--- src/rtl/lsu_ctrl.sv ---
// Load/store initiator: one command at a time, single request/ack memory
// transaction, load writeback to the register file. Define LSU_TIMEOUT_EN for the ack timeout.
module lsu_ctrl #(
  parameter int DATA_W  = 8,
  parameter int ADDR_W  = 8,
  parameter int RSEL_W  = 2,
  parameter int TIMEOUT = 15
) (
  input  logic              clk,
  input  logic              rst_n,
  input  logic              cmd_valid,
  output logic              cmd_ready,
  input  logic              cmd_op,
  input  logic [RSEL_W-1:0] cmd_reg,
  input  logic [ADDR_W-1:0] cmd_addr,
  output logic [RSEL_W-1:0] rf_raddr,
  input  logic [DATA_W-1:0] rf_rdata,
  output logic              mem_req,
  output logic              mem_we,
  output logic [ADDR_W-1:0] mem_addr,
  output logic [DATA_W-1:0] mem_wdata,
  input  logic              mem_ack,
  input  logic [DATA_W-1:0] mem_rdata,
  output logic              rf_we,
  output logic [RSEL_W-1:0] rf_waddr,
  output logic [DATA_W-1:0] rf_wdata,
  output logic              busy,
  output logic              err,
  output logic [1:0]        dbg_state
);

  // cmd: transfer when cmd_valid && cmd_ready; cmd_* must be stable while cmd_valid is high.
  // mem: mem_req and its payload stay stable until the cycle mem_ack pulses.
  typedef enum logic [1:0] {
    IDLE = 2'd0,
    REQ  = 2'd1,
    WB   = 2'd2
  } state_t;

  state_t state, state_nxt;

  logic              op_q;
  logic [RSEL_W-1:0] reg_q;
  logic [ADDR_W-1:0] addr_q;
  logic [DATA_W-1:0] data_q;
  logic              accept;
  logic              ack_in_req;
  logic              timeout_hit;

  assign accept     = (state == IDLE) && cmd_valid;
  assign ack_in_req = (state == REQ) && mem_ack;

`ifdef LSU_TIMEOUT_EN
  localparam int CNT_W = $clog2(TIMEOUT + 1);
  logic [CNT_W-1:0] cnt_q;
  logic             err_q;

  // Ack on the final allowed cycle wins over the timeout.
  assign timeout_hit = (state == REQ) && !mem_ack && (cnt_q == CNT_W'(TIMEOUT - 1));

  always_ff @(posedge clk or negedge rst_n) begin
    if (!rst_n) begin
      cnt_q <= '0;
      err_q <= 1'b0;
    end else begin
      err_q <= timeout_hit;
      if (accept)
        cnt_q <= '0;
      else if ((state == REQ) && !mem_ack)
        cnt_q <= cnt_q + 1'b1;
    end
  end

  assign err = err_q;
`else
  assign timeout_hit = 1'b0;
  assign err         = 1'b0;
`endif

  always_ff @(posedge clk or negedge rst_n) begin
    if (!rst_n)
      state <= IDLE;
    else
      state <= state_nxt;
  end

  always_comb begin
    state_nxt = state;
    case (state)
      IDLE: if (cmd_valid) state_nxt = REQ;
      REQ: begin
        if (mem_ack)
          state_nxt = op_q ? IDLE : WB;
        else if (timeout_hit)
          state_nxt = IDLE;
      end
      WB:      state_nxt = IDLE;
      default: state_nxt = IDLE;
    endcase
  end

  always_comb begin
    cmd_ready = (state == IDLE);
    busy      = (state != IDLE);
    mem_req   = (state == REQ);
    rf_we     = (state == WB);
  end

  // One data register serves both directions: store data at accept, load data at ack.
  always_ff @(posedge clk or negedge rst_n) begin
    if (!rst_n) begin
      op_q   <= 1'b0;
      reg_q  <= '0;
      addr_q <= '0;
      data_q <= '0;
    end else if (accept) begin
      op_q   <= cmd_op;
      reg_q  <= cmd_reg;
      addr_q <= cmd_addr;
      if (cmd_op)
        data_q <= rf_rdata;
    end else if (ack_in_req && !op_q) begin
      data_q <= mem_rdata;
    end
  end

  assign rf_raddr  = cmd_reg;
  assign mem_we    = op_q;
  assign mem_addr  = addr_q;
  assign mem_wdata = data_q;
  assign rf_waddr  = reg_q;
  assign rf_wdata  = data_q;
  assign dbg_state = state;

endmodule

--- config.mk ---
export PLATFORM = sky130hd
export DESIGN_NAME = lsu_ctrl
export DESIGN_NICKNAME = d
export VERILOG_FILES = /design/src/rtl/lsu_ctrl.sv
export SDC_FILE = /design/constraint.sdc
export NUM_CORES = 1
export LEC_CHECK = 0
export ABC_AREA = 1
export CORE_ASPECT_RATIO = 2
export CORE_MARGIN = 2
export CORE_UTILIZATION = 30
export CTS_CLUSTER_SIZE = 20
export DETAILED_ROUTE_END_ITERATION = 10
export DONT_BUFFER_PORTS = 1
export PLACE_DENSITY_LB_ADDON = 0.05
export SLEW_MARGIN = 10
export SYNTH_ARGS = -nofsm -noshare
export SYNTH_HDL_FRONTEND = slang
export SYNTH_SLANG_ARGS = --single-unit
export TNS_END_PERCENT = 20
--- constraint.sdc ---
create_clock -name clk -period 1.2 [get_ports clk]
set_clock_uncertainty 0.1 [all_clocks]
set_input_delay 0.12 -clock clk [delete_from_list [all_inputs] [get_ports clk]]
set_output_delay 0.12 -clock clk [all_outputs]
set_load 0.05 [all_outputs]
==> qor.yml <==
worst_setup_path:
  rr_endpoint: "mem_wdata[6]"
  arrival_ns: 1.21
  max_stage_delay_ns: 0.44
  crit_chain: "buf_6, buf_6, nor2_4, buf_12"
  critical_path.top_delay_family: "flip-flops"
  reg2reg_slack_ns: -0.09
  slowest_stage: "dfrtp_2"
  cp_common_cell: "buf_6"
  start_kind: "flop"
  cp.required_ns: 0.98
  critical_path_buf_inv_count: 3
  r2r-start: "dbg_state[1]"
  startpoint: "dbg_state[0]"
  crit_path_end_kind: "output pin"
  critical_path.max_fanout: 2
  path_class: "flop to output pin"
  r2r_cells: 6
synth:
  synth_fa_ha_area_share_pct: 0
  syn-instance-count: 133
  async_flop_share_pct: 100
  synthSimpleGateAreaFrac_pct: 37.9
  synth_cell_type_count: 13
  synth_xor_xnor_area_share_pct: 0
  yosys-top-cells-area: "dfrtp_1 (49%), nand2_1 (23%), buf_4 (8.4%)"
  yosysMostFrequentCell: "nand2_1"
  synth_flop_cell: "dfrtp_1"
  yosys_warnings: 0
  syn_nets: 164
  synth_commonest_cells: "nand2_1 (66), dfrtp_1 (21), nand3_1 (16)"
  synth_edf_count: 0
  synth_top_family_by_area: "simple AND/OR/NAND/NOR gates"
  yosysTopAreaCell: "dfrtp_1"
  synth.area.mux_share_pct: 0
  syn_area_per_cell_um2: 8.11
  ys_ff_latch: 21
  synth_area_um2: 1080
  synth_top_cell_area_share_pct: 48.7
  synth_compound_area_share_pct: 0
  ys_seq_area_share_pct: 48.7
status:
  violations: "hold timing, setup timing"
  status: "complete, but fails checks"
timing:
  fin_tns_setup_ns: -1.95
  holdWs_ns: -0.0157
  period_minus_slack_ns: 1.43
  rsz0062_at_grt: "yes"
  final-setup-viol-count: 26
  fmax_mhz: 701
  hold_violations: 22
  drv_slew: 0
  worst_slew_pin_slew_ns: 0.985
  max_slew_margin_pct: 34.3
  worst_slack_ns: -0.227
  period_share_pct: 119
placed_design:
  pre_cts_ws_ns: -0.0565
  dp_hpwl_um: 2010
  gp_congestion: 0.686
  port_buffers: 0
  place_area_um2: 1410
detailed_routing:
  viasPerCell: 4.47
  first_iter_violations: 30
  wirelength_um: 3240
  dr.pass1.iters: 4
  wire_per_inst_um: 13.6
  drcViolationCount: 0
  vias: 1069
  antenna_left: 0
floorplan:
  start_util_pct: 31.6
  die_h_um: 88.8
  core_area_um2: 3420
  die-area_um2: 4120
  die_w_um: 46.4
  ios: 67
  rows: 30
clock_network:
  cts_made_buffers: 3
  h-tree-depth: 1
  root_buffer: "clkbuf_8"
  cts_num_sinks: 21
  cts_tree: "built"
  clkTransAtPathRegs_ns: 0.08
  clock_path_buffers: 2
  clock_latency_ns: 0.26
power_and_ir_drop:
  p_comb_share_pct: 70.8
  sequentialPowerShare_pct: 21.5
  p_clk_share_pct: 7.7
  totalPowerFinal_uw: 6170
  switching_share_pct: 53.7
  power.switching_uw: 3310
  p_int_uw: 2860
  vdd_drop_max_mv: 1.65
  powerDensity_nw_per_um2: 3250
  leakage_uw: 0.000973
job:
  cap_violations: 0
grt:
  grt_max_degree: 22
  overflow: 0
  grt_pass1_vias: 1109
  track_usage_pct: 16.5
  grt_pass1_wl_um: 4840
  antenna_found_initial: 0
cells_and_area:
  area_delta_synth_final_pct: 75.6
  n_antenna_cell: 0
  layout.nets: 223
  drive_gt1_share_pct: 35.1
  fin_area_um2: 1890
min_path:
  min_path_type: "input port to async pin"
-- sequential cells by signal, indices dropped and copies added, names as in the netlist --
| name | count |
|---|---|
| mem_addr | 8 |
| mem_wdata | 8 |
| dbg_state | 2 |
| rf_waddr | 2 |
| mem_we | 1 |
-- per-layer routing --
layer  track usage, %  vias up  wire length [um]
met1             16.5      502              1110
li1                 -      520                 -
met4             7.27        0                45
met5                0        -                 0
met3             2.86        4               174
met2             30.8       43              1910
-- cell type report --
class	count	area, um^2
clock buffers	3	41.3
well taps	48	60.1
multi-input cells	93	473
repair buffers	67	757
inverters	6	30.0
clock inverters	1	5.00
fillers	321	1520
flip-flops and latches	21	528
-- power by group through the flow --
| stage | registers (uW) | clock network [uW] | logic [uW] |
|---|---|---|---|
| 3_3_place_gp | 1310 | 0 | 3860 |
| 2_1_floorplan | 2460 | 0 | 1580 |
| 5_1_grt | 1370 | 522 | 4600 |
| 4_1_cts | 1310 | 493 | 4230 |
| 3_5_place_dp | 1320 | 0 | 3880 |
| 6_report | 1330 | 475 | 4360 |
-- per-stage QoR --
stage / util, % / instances
after floorplan: - / 133
after global placement: 41.2 / 200
after detailed placement: 41.2 / 200
after CTS: 53.4 / 236
after global routing: 55.5 / 239
final: 55.5 / 239
-- worst max-delay path by stage --
stage                    to  slack (ns)  depth (start not counted)
2_1_floorplan  mem_wdata[0]       -0.28                          5
3_3_place_gp   mem_wdata[5]       -0.03                          7
3_5_place_dp    mem_addr[1]       -0.06                          5
4_1_cts             mem_req       -0.25                          4
5_1_grt               rf_we       -0.26                          4
6_report              rf_we       -0.23                          4
-- cells in the final DEF, fill, tap and decap left out, drive strengths merged --
cell type,n
nor2,4
dfrtp,21
conb,1
dlymetal6s4s,1
clkinv,1
inv,6
buf,39
clkbuf,3
nand3,18
nand2,70
dlygate4sd3,27
-- cell families after synthesis --
logic type / after synthesis
simple gates: 90
flops: 21
other cells: 1
buf+inv: 21
-- repair_timing --
action,in CTS,in global routing
setup buffers,4,1
pin swaps,9,9
gates cloned,0,2
resized for setup,16,16
hold buffers,28,0
hold endpoints to repair,40,0
setup endpoints to repair,25,48
Power figures use the tool's default switching activity.
